File: src/rtl/dma_mrd_splitter.sv
// Splits one host DMA read command into PCIe MRd requests that never cross a
// 4 KB boundary, drawing tags from a small pool and tracking completions per tag.
module dma_mrd_splitter #(
    parameter int         C_PCIE_ADDR_WIDTH = 48,
    parameter int         C_MAX_RD_DW       = 128,
    parameter logic [7:0] C_TAG_BASE        = 8'h00,
    parameter int         C_TAG_NUM         = 4
) (
    input  logic                         pcie_user_clk,
    input  logic                         pcie_user_rst_n,
    input  logic                         dma_rd_req,
    input  logic [C_PCIE_ADDR_WIDTH-1:2] dma_rd_addr,
    input  logic [15:0]                  dma_rd_len,
    output logic                         dma_rd_req_ack,
    output logic                         dma_rd_done,
    output logic                         busy,
    output logic                         tx_mrd_req,
    output logic [7:0]                   tx_mrd_tag,
    output logic [12:2]                  tx_mrd_len,
    output logic [C_PCIE_ADDR_WIDTH-1:2] tx_mrd_addr,
    input  logic                         tx_mrd_req_ack,
    input  logic                         cpld_fifo_wr_en,
    input  logic [7:0]                   cpld_fifo_tag,
    input  logic                         cpld_fifo_tag_last,
    output logic                         cpld_tag_err
);

    localparam int         AW_DW     = C_PCIE_ADDR_WIDTH - 2;
    localparam logic [2:0] S_IDLE    = 3'd0;
    localparam logic [2:0] S_CALC    = 3'd1;
    localparam logic [2:0] S_REQ     = 3'd2;
    localparam logic [2:0] S_DRAIN   = 3'd3;
    localparam logic [2:0] S_DONE    = 3'd4;
    // The busy vector is always 8 wide; bits above the pool size stay zero.
    localparam logic [7:0] POOL_MASK = 8'hFF >> (8 - C_TAG_NUM);
    localparam logic [10:0] MAX_RD   = 11'(C_MAX_RD_DW);

    function automatic logic [10:0] min_chunk(input logic [15:0] rem,
                                              input logic [10:0] max_rd,
                                              input logic [10:0] bnd);
        logic [10:0] c;
        c = (rem > {5'd0, max_rd}) ? max_rd : rem[10:0];
        min_chunk = (c > bnd) ? bnd : c;
    endfunction

    logic [2:0]                   state_r;
    logic [C_PCIE_ADDR_WIDTH-1:2] addr_r;
    logic [15:0]                  remaining_r;
    logic [10:0]                  chunk_r;
    logic [7:0]                   tag_busy_r;
    logic [2:0]                   tag_idx_r;
    logic                         ack_r;
    logic                         done_r;
    logic                         busy_r;
    logic                         tx_req_r;
    logic [7:0]                   tx_tag_r;
    logic [10:0]                  tx_len_r;
    logic [C_PCIE_ADDR_WIDTH-1:2] tx_addr_r;
    logic                         tag_err_r;

    logic [10:0] bnd_s;
    logic [10:0] chunk_s;
    logic        any_free_s;
    logic [2:0]  free_idx_s;
    logic [7:0]  tag_off_s;
    logic        in_pool_s;
    logic        cpl_hit_s;
    logic        cpl_free_s;
    logic        cpl_err_s;
    logic [7:0]  free_mask_s;
    logic [7:0]  alloc_mask_s;
    logic        mrd_accept_s;
    logic [15:0] rem_next_s;

    // Chunk sizing, free-tag search and completion classification.
    always_comb begin
        bnd_s      = 11'd1024 - {1'b0, addr_r[11:2]};
        chunk_s    = min_chunk(remaining_r, MAX_RD, bnd_s);
        any_free_s = |(~tag_busy_r & POOL_MASK);
        free_idx_s = 3'd0;
        // Descending scan so the lowest free index is the one that sticks.
        for (int i = 7; i >= 0; i--) begin
            if (POOL_MASK[i] && !tag_busy_r[i]) begin
                free_idx_s = 3'(i);
            end else begin
                free_idx_s = free_idx_s;
            end
        end
        tag_off_s    = cpld_fifo_tag - C_TAG_BASE;
        in_pool_s    = (tag_off_s < 8'(C_TAG_NUM));
        cpl_hit_s    = in_pool_s && tag_busy_r[tag_off_s[2:0]];
        cpl_free_s   = cpld_fifo_wr_en && cpld_fifo_tag_last && cpl_hit_s;
        cpl_err_s    = cpld_fifo_wr_en && !cpl_hit_s;
        free_mask_s  = cpl_free_s ? (8'd1 << tag_off_s[2:0]) : 8'd0;
        mrd_accept_s = (state_r == S_REQ) && tx_req_r && tx_mrd_req_ack;
        alloc_mask_s = mrd_accept_s ? (8'd1 << tag_idx_r) : 8'd0;
        rem_next_s   = remaining_r - {5'd0, chunk_r};
    end

    // Tag pool bookkeeping; a free and an allocation on one edge never collide.
    always_ff @(posedge pcie_user_clk) begin
        if (!pcie_user_rst_n) begin
            tag_busy_r <= 8'd0;
            tag_err_r  <= 1'b0;
        end else begin
            tag_busy_r <= (tag_busy_r & ~free_mask_s) | alloc_mask_s;
            tag_err_r  <= cpl_err_s;
        end
    end

    // Command FSM and registered request/handshake outputs.
    always_ff @(posedge pcie_user_clk) begin
        if (!pcie_user_rst_n) begin
            state_r     <= S_IDLE;
            addr_r      <= '0;
            remaining_r <= 16'd0;
            chunk_r     <= 11'd0;
            tag_idx_r   <= 3'd0;
            ack_r       <= 1'b0;
            done_r      <= 1'b0;
            busy_r      <= 1'b0;
            tx_req_r    <= 1'b0;
            tx_tag_r    <= 8'd0;
            tx_len_r    <= 11'd0;
            tx_addr_r   <= '0;
        end else begin
            ack_r <= 1'b0;
            case (state_r)
                S_IDLE: begin
                    if (dma_rd_req) begin
                        addr_r      <= dma_rd_addr;
                        remaining_r <= dma_rd_len;
                        ack_r       <= 1'b1;
                        busy_r      <= 1'b1;
                        if (dma_rd_len == 16'd0) begin
                            state_r <= S_DONE;
                            done_r  <= 1'b1;
                        end else begin
                            state_r <= S_CALC;
                        end
                    end
                end
                S_CALC: begin
                    chunk_r <= chunk_s;
                    if (any_free_s) begin
                        state_r <= S_REQ;
                    end
                end
                S_REQ: begin
                    if (!tx_req_r) begin
                        tx_req_r  <= 1'b1;
                        tag_idx_r <= free_idx_s;
                        tx_tag_r  <= C_TAG_BASE + {5'd0, free_idx_s};
                        tx_len_r  <= chunk_r;
                        tx_addr_r <= addr_r;
                    end else if (tx_mrd_req_ack) begin
                        tx_req_r    <= 1'b0;
                        addr_r      <= addr_r + AW_DW'(chunk_r);
                        remaining_r <= rem_next_s;
                        state_r     <= (rem_next_s != 16'd0) ? S_CALC : S_DRAIN;
                    end
                end
                S_DRAIN: begin
                    if ((tag_busy_r & POOL_MASK) == 8'd0) begin
                        state_r <= S_DONE;
                        done_r  <= 1'b1;
                    end
                end
                S_DONE: begin
                    done_r  <= 1'b0;
                    busy_r  <= 1'b0;
                    state_r <= S_IDLE;
                end
                default: begin
                    state_r <= S_IDLE;
                end
            endcase
        end
    end

    assign dma_rd_req_ack = ack_r;
    assign dma_rd_done    = done_r;
    assign busy           = busy_r;
    assign tx_mrd_req     = tx_req_r;
    assign tx_mrd_tag     = tx_tag_r;
    assign tx_mrd_len     = tx_len_r;
    assign tx_mrd_addr    = tx_addr_r;
    assign cpld_tag_err   = tag_err_r;

endmodule
File: config.mk
export PLATFORM = sky130hd
export DESIGN_NAME = dma_mrd_splitter
export DESIGN_NICKNAME = d
export VERILOG_FILES = /design/src/rtl/dma_mrd_splitter.sv
export SDC_FILE = /design/constraint.sdc
export NUM_CORES = 1
export LEC_CHECK = 0
export BUFFER_PORTS_ARGS = -buffer_cell sky130_fd_sc_hd__buf_4
export CORE_MARGIN = 4
export CORE_UTILIZATION = 40
export CTS_BUF_LIST = sky130_fd_sc_hd__clkbuf_8
export DETAILED_ROUTE_END_ITERATION = 6
export PLACE_DENSITY = 0.71
export SYNTH_ARGS = -nofsm -noshare
export SYNTH_HDL_FRONTEND = slang
export SYNTH_SLANG_ARGS = --single-unit
File: constraint.sdc
create_clock -name pcie_user_clk -period 3.3 [get_ports pcie_user_clk]
set_input_delay 0.165 -clock pcie_user_clk [delete_from_list [all_inputs] [get_ports pcie_user_clk]]
set_output_delay 0.165 -clock pcie_user_clk [all_outputs]
set_load 0.02 [all_outputs]
Word level (Yosys, flattened, before mapping)
Index checks and enable logic that the tools add are counted.
Widths: inputs -> output; s select.
- flip-flop bits (word level): 149
- latch bits: 0
- RAM bits: 0
- ROM bits: 0
- bits of input ports: 76
- output and inout bits: 70
- logic and storage cells: 93
- memories: 0
- $add $sub $neg: 3
- $mul: 0
- div/mod/pow operators: 0
- magnitude comparators: 4
- eq/ne operators: 10
- shifts and indexed selects: 2
- muxes and demuxes: 35
- bitwise logic cells: 5
- reductions and logical operators: 21
- operators by type and width (kind ; count):
    $mux 46 ; 3
    $pmux 46 s2 ; 1
    $mux 16 ; 3
    $add 46x11->46 ; 1
    $pmux 16 s2 ; 1
    $mux 11 ; 2
    $mux 3 ; 6
    $gt 16x8->1 const B ; 1
    $logic_not 16->1 ; 1
    $mux 8 ; 2
    $reduce_bool 16->1 ; 1
    $shl 1x3->8 const A ; 2
    $sub 16x11->16 ; 1
    $ne 2x2->1 const B ; 6
    $pmux 3 s4 ; 1
    $gt 11x11->1 ; 1
    $sub 11x10->11 const A ; 1
    $mux 2 ; 5
    $and 8x8->8 ; 1
    $logic_not 8->1 ; 1
    $lt 8x3->1 const B ; 1
    $mux 1 ; 8
    $not 8->8 ; 1
    $or 8x8->8 ; 1
    18 further kinds ; 28

Longest topological paths before layout
- word-level depth: 8
- gate-level depth with buffers: 15
- depth with buffers taken out: 14

Worst setup path before layout
OpenSTA, ideal clock, no wires.
- path kind: register -> register
- start: register addr_r[2] (netlist bit)
- end: register chunk_r[5]
- setup time: 0.132 ns
- data arrival time: 2.988 ns
- required time: 3.168 ns
- slack: 0.180 ns
- cell stages (with the launch flop): 14
- path buffers: 1
- period minus slack after synthesis: 3.120 ns
- cells stage by stage: dfxtp_1 > or4_4 > or3_4 > nor2_1 > xor2_1 > ha_1 > o21a_1 > o21a_1 > nor3b_1 > o31ai_1 > clkbuf_1 > a21oi_1 > a41oi_1 > a21oi_1
- longest elaborated chain between the ends: 3
- RTL lines (element ; line ; text):
    from (decl) ; 47 ; logic [C_PCIE_ADDR_WIDTH-1:2] addr_r;
    from (signal assigned) ; 131 ; addr_r <= dma_rd_addr;
    from (signal assigned) ; 158 ; addr_r <= addr_r + AW_DW'(chunk_r);
    $sub 11x10->11 * ; 77 ; bnd_s = 11'd1024 - {1'b0, addr_r[11:2]};
    $gt 11x11->1 ; 43 ; min_chunk = (c > bnd) ? bnd : c;
    $mux 11 * ; 43 ;
    to (signal assigned) ; 144 ; chunk_r <= chunk_s;
    to (decl) ; 49 ; logic [10:0] chunk_r;
Every way passes the cells marked *; elsewhere a longest branch is shown, timed or not.
A chain may end at the register's enable or synchronous reset.

Final worst setup path
- start: register addr_r[2] (netlist bit)
- end: register chunk_r[9]
Same word-level chain as after synthesis.

==> metrics.txt <==
Worst Slack Setup Final=157.6 ps; max-cap violations=0; Via density=5.737; Area Overhead vs Synth=23.96%; Synth top area share=0.3328; leakage dissipation=4.222 nW; Core Area=0.02115 sq mm; CTS Buf Count=17; hold depth=3; Clock Tree Root=clkbuf_8; die area=0.02407 sq mm; Finished Core Util=0.5076; sw power=1.984 mW; initial core utilization=0.4095; final period utilization=0.9522; # IOs=146; sequential share of power=0.381; CP max FO=3; Crit Path Category=register to register; most numerous cell in the Yosys netlist=nand2_1; Total Routing Usage GR=0.2258; Die W=155.2 microns; CTS sink cnt=144; Pwr per Cell Area=500.5 mW/mm^2; vias in the first global route=8544; initial antenna violation count=0; final net count=1407; post-synthesis cell count=1148; Max VDD drop=202.5 uV; final worst path period need=3142 ps; Post-synth EDFFs=0; DRC Markers=0; Fin. Hold Viols=0; Die Y=155.2 microns; slack of the worst reg-to-reg path=160 ps; final setup vio count=0; Pint=3.391 mW; Tot Pwr=5.374 mW; clock skew=18.24 ps; cell taking the most area after synthesis=dfxtp_1; CP Data Required Time=3650 ps; actual slew at the worst max-slew pin=663.9 ps; top_reg_cell synth=dfxtp_1; Routed Antenna Nets=0; via count=9081; initial DRC count=513; share of total power in the clock network=0.281; Arrival @ worst endpoint=3500 ps; dpl cell area=0.01009 sq mm; pin count of the biggest net entering global routing=62; Max Freq=318.2 MHz; Net Sw Frac=0.3691; CTS Buffer Depth=2; drt total wl=27800 microns; RD Place Congestion=0.8979; DR pass1 iterations=7; logic gate share of total power=0.339; CP Launch Type=register; IO Port Bufs=139; total number of yosys warnings=0; hpwl dp=20340 microns; Worst Setup End Kind=register; register area share after synthesis=0.3328; Max Slew Vio Count=0; clk slew on worst S/H paths=80 ps; ys async rst share=0; clk_lat worst skew=460 ps; Overflow after GRT=0; area of the mapped netlist=0.008662 sq mm; routed len/inst=17.56 microns; hold crit path type=input port to register; CTS H-tree depth=4; syn_area_per_cell=7.545 sq um; Synth Register Bits=144; finished layout cell area=0.01074 sq mm; Synth cell types=91; Worst Hold Slack=24.50 ps; CTS tree=yes; top post-synthesis cells by count=nand2_1, dfxtp_1, a21oi_1; Setup Slack @ Placement=94.44 ps; FF-to-FF path depth=13; outcome=finished clean; ant diodes=0; first-pass GRT wire length=44480 microns; max_slew headroom=0.5564; # rows=53; layout cells sized above 1=0.2080; Area contributors post-synth=dfxtp_1, nand2_1, a21oi_1
flip-flops by register name (all words and copies together), names as in the netlist:
register        cells
tx_mrd_len         11
state_r             3
addr_r             46
dma_rd_req_ack      1
dma_rd_done         1
cpld_tag_err        1
tx_mrd_req          1
tag_idx_r           2
chunk_r            11
tx_mrd_addr        46
remaining_r        16
busy                1
tag_busy_r          4
power by group through the flow:
stage / Sequential (mW) / Clock, mW / Combinational [mW]
final: 2.05 / 1.51 / 1.82
after global routing: 2.07 / 1.61 / 2.00
after global placement: 2.07 / 0 / 1.72
after floorplan: 2.05 / 0 / 1.21
after detailed placement: 2.08 / 0 / 1.73
after CTS: 2.04 / 1.54 / 1.76
timing repair:
| item | CTS | global route |
|---|---|---|
| hold buffers | 14 | 0 |
| endpoints found under the setup margin | 0 | 9 |
| resized for setup | 0 | 13 |
| setup buffers | 0 | 2 |
| hold endpoints to repair | 15 | 0 |
worst max-delay path, stage by stage, from the launching register on:
cell	delay (ps)
dfxtp_1	330
or4_4	550
or3_4	380
nor2_4	110
xor2_2	170
ha_1	270
o21a_1	190
o21a_1	180
nor3b_2	160
o31ai_2	70
buf_4	170
a21oi_1	50
mux2_2	250
and2_1	150
metal layers:
metal,wire [microns],up-vias,track usage
met5,0,-,0
met4,575,0,0.06812
met3,1614,46,0.03561
met2,13430,292,0.3848
met1,12190,4294,0.2948
li1,-,4449,-
final cells by class:
cell class,count,area [sq um]
Clock buffer,20,275.3
Clock inverter,12,147.6
Fill cell,2081,10420
Inverter,34,127.6
Multi-Input combinational cell,901,5426
Sequential cell,144,2883
Tap cell,275,344.1
Timing Repair Buffer,197,1534
worst paths after layout:
kind | start | endpoint
setup / recovery | addr_r[2]$_SDFFE_PN0P_ | chunk_r[9]$_SDFFE_PN0P_
hold / removal | dma_rd_addr[11] | addr_r[11]$_SDFFE_PN0P_
setup reg to reg | addr_r[2]$_SDFFE_PN0P_ | chunk_r[9]$_SDFFE_PN0P_
hold reg to reg | tx_mrd_addr[12]$_SDFFE_PN0P_ | tx_mrd_addr[12]$_SDFFE_PN0P_
per-stage QoR:
stage               TNS [ps]  cells
global route          -23.63   1583
CTS                        0   1581
detailed placement         0   1535
global placement           0   1535
finish                     0   1583
floorplan                  0   1156
cell families (layout without fill, tap and decap cells):
| kind of cell | after synthesis | after routing | synth area share |
|---|---|---|---|
| AND/OR/NAND/NOR | 470 | 470 | 0.2591 |
| AO/OA/AOI/OAI | 362 | 362 | 0.2711 |
| flip-flops | 144 | 144 | 0.3328 |
| buffers and inverters | 111 | 263 | 0.05431 |
| adder cells (fa/ha/maj) | 36 | 36 | 0.05373 |
| XOR/XNOR | 16 | 16 | 0.01704 |
| multiplexers | 8 | 8 | 0.01141 |
| other | 1 | 9 | 0.0004329 |
placed cells by master (no fill, tap or decap), drive strengths merged, types with 6 or more instances in the layout:
cell,n
nor2,97
nand4,17
o31ai,11
o21ai,60
o21bai,6
a211oi,31
buf,183
clkbuf,20
and4,6
conb,9
a21oi,137
nand3,36
nand2,197
a21o,11
dlygate4sd3,14
inv,39
nor3,30
dfxtp,144
nor3b,6
and2,15
ha,34
o211ai,6
nor4,11
o221a,8
o21a,11
or3,15
a311oi,11
xor2,6
and3,16
o2111ai,7
xnor2,10
a41oi,7
a31oi,17
Note: power is estimated with default switching activity, not from simulation.
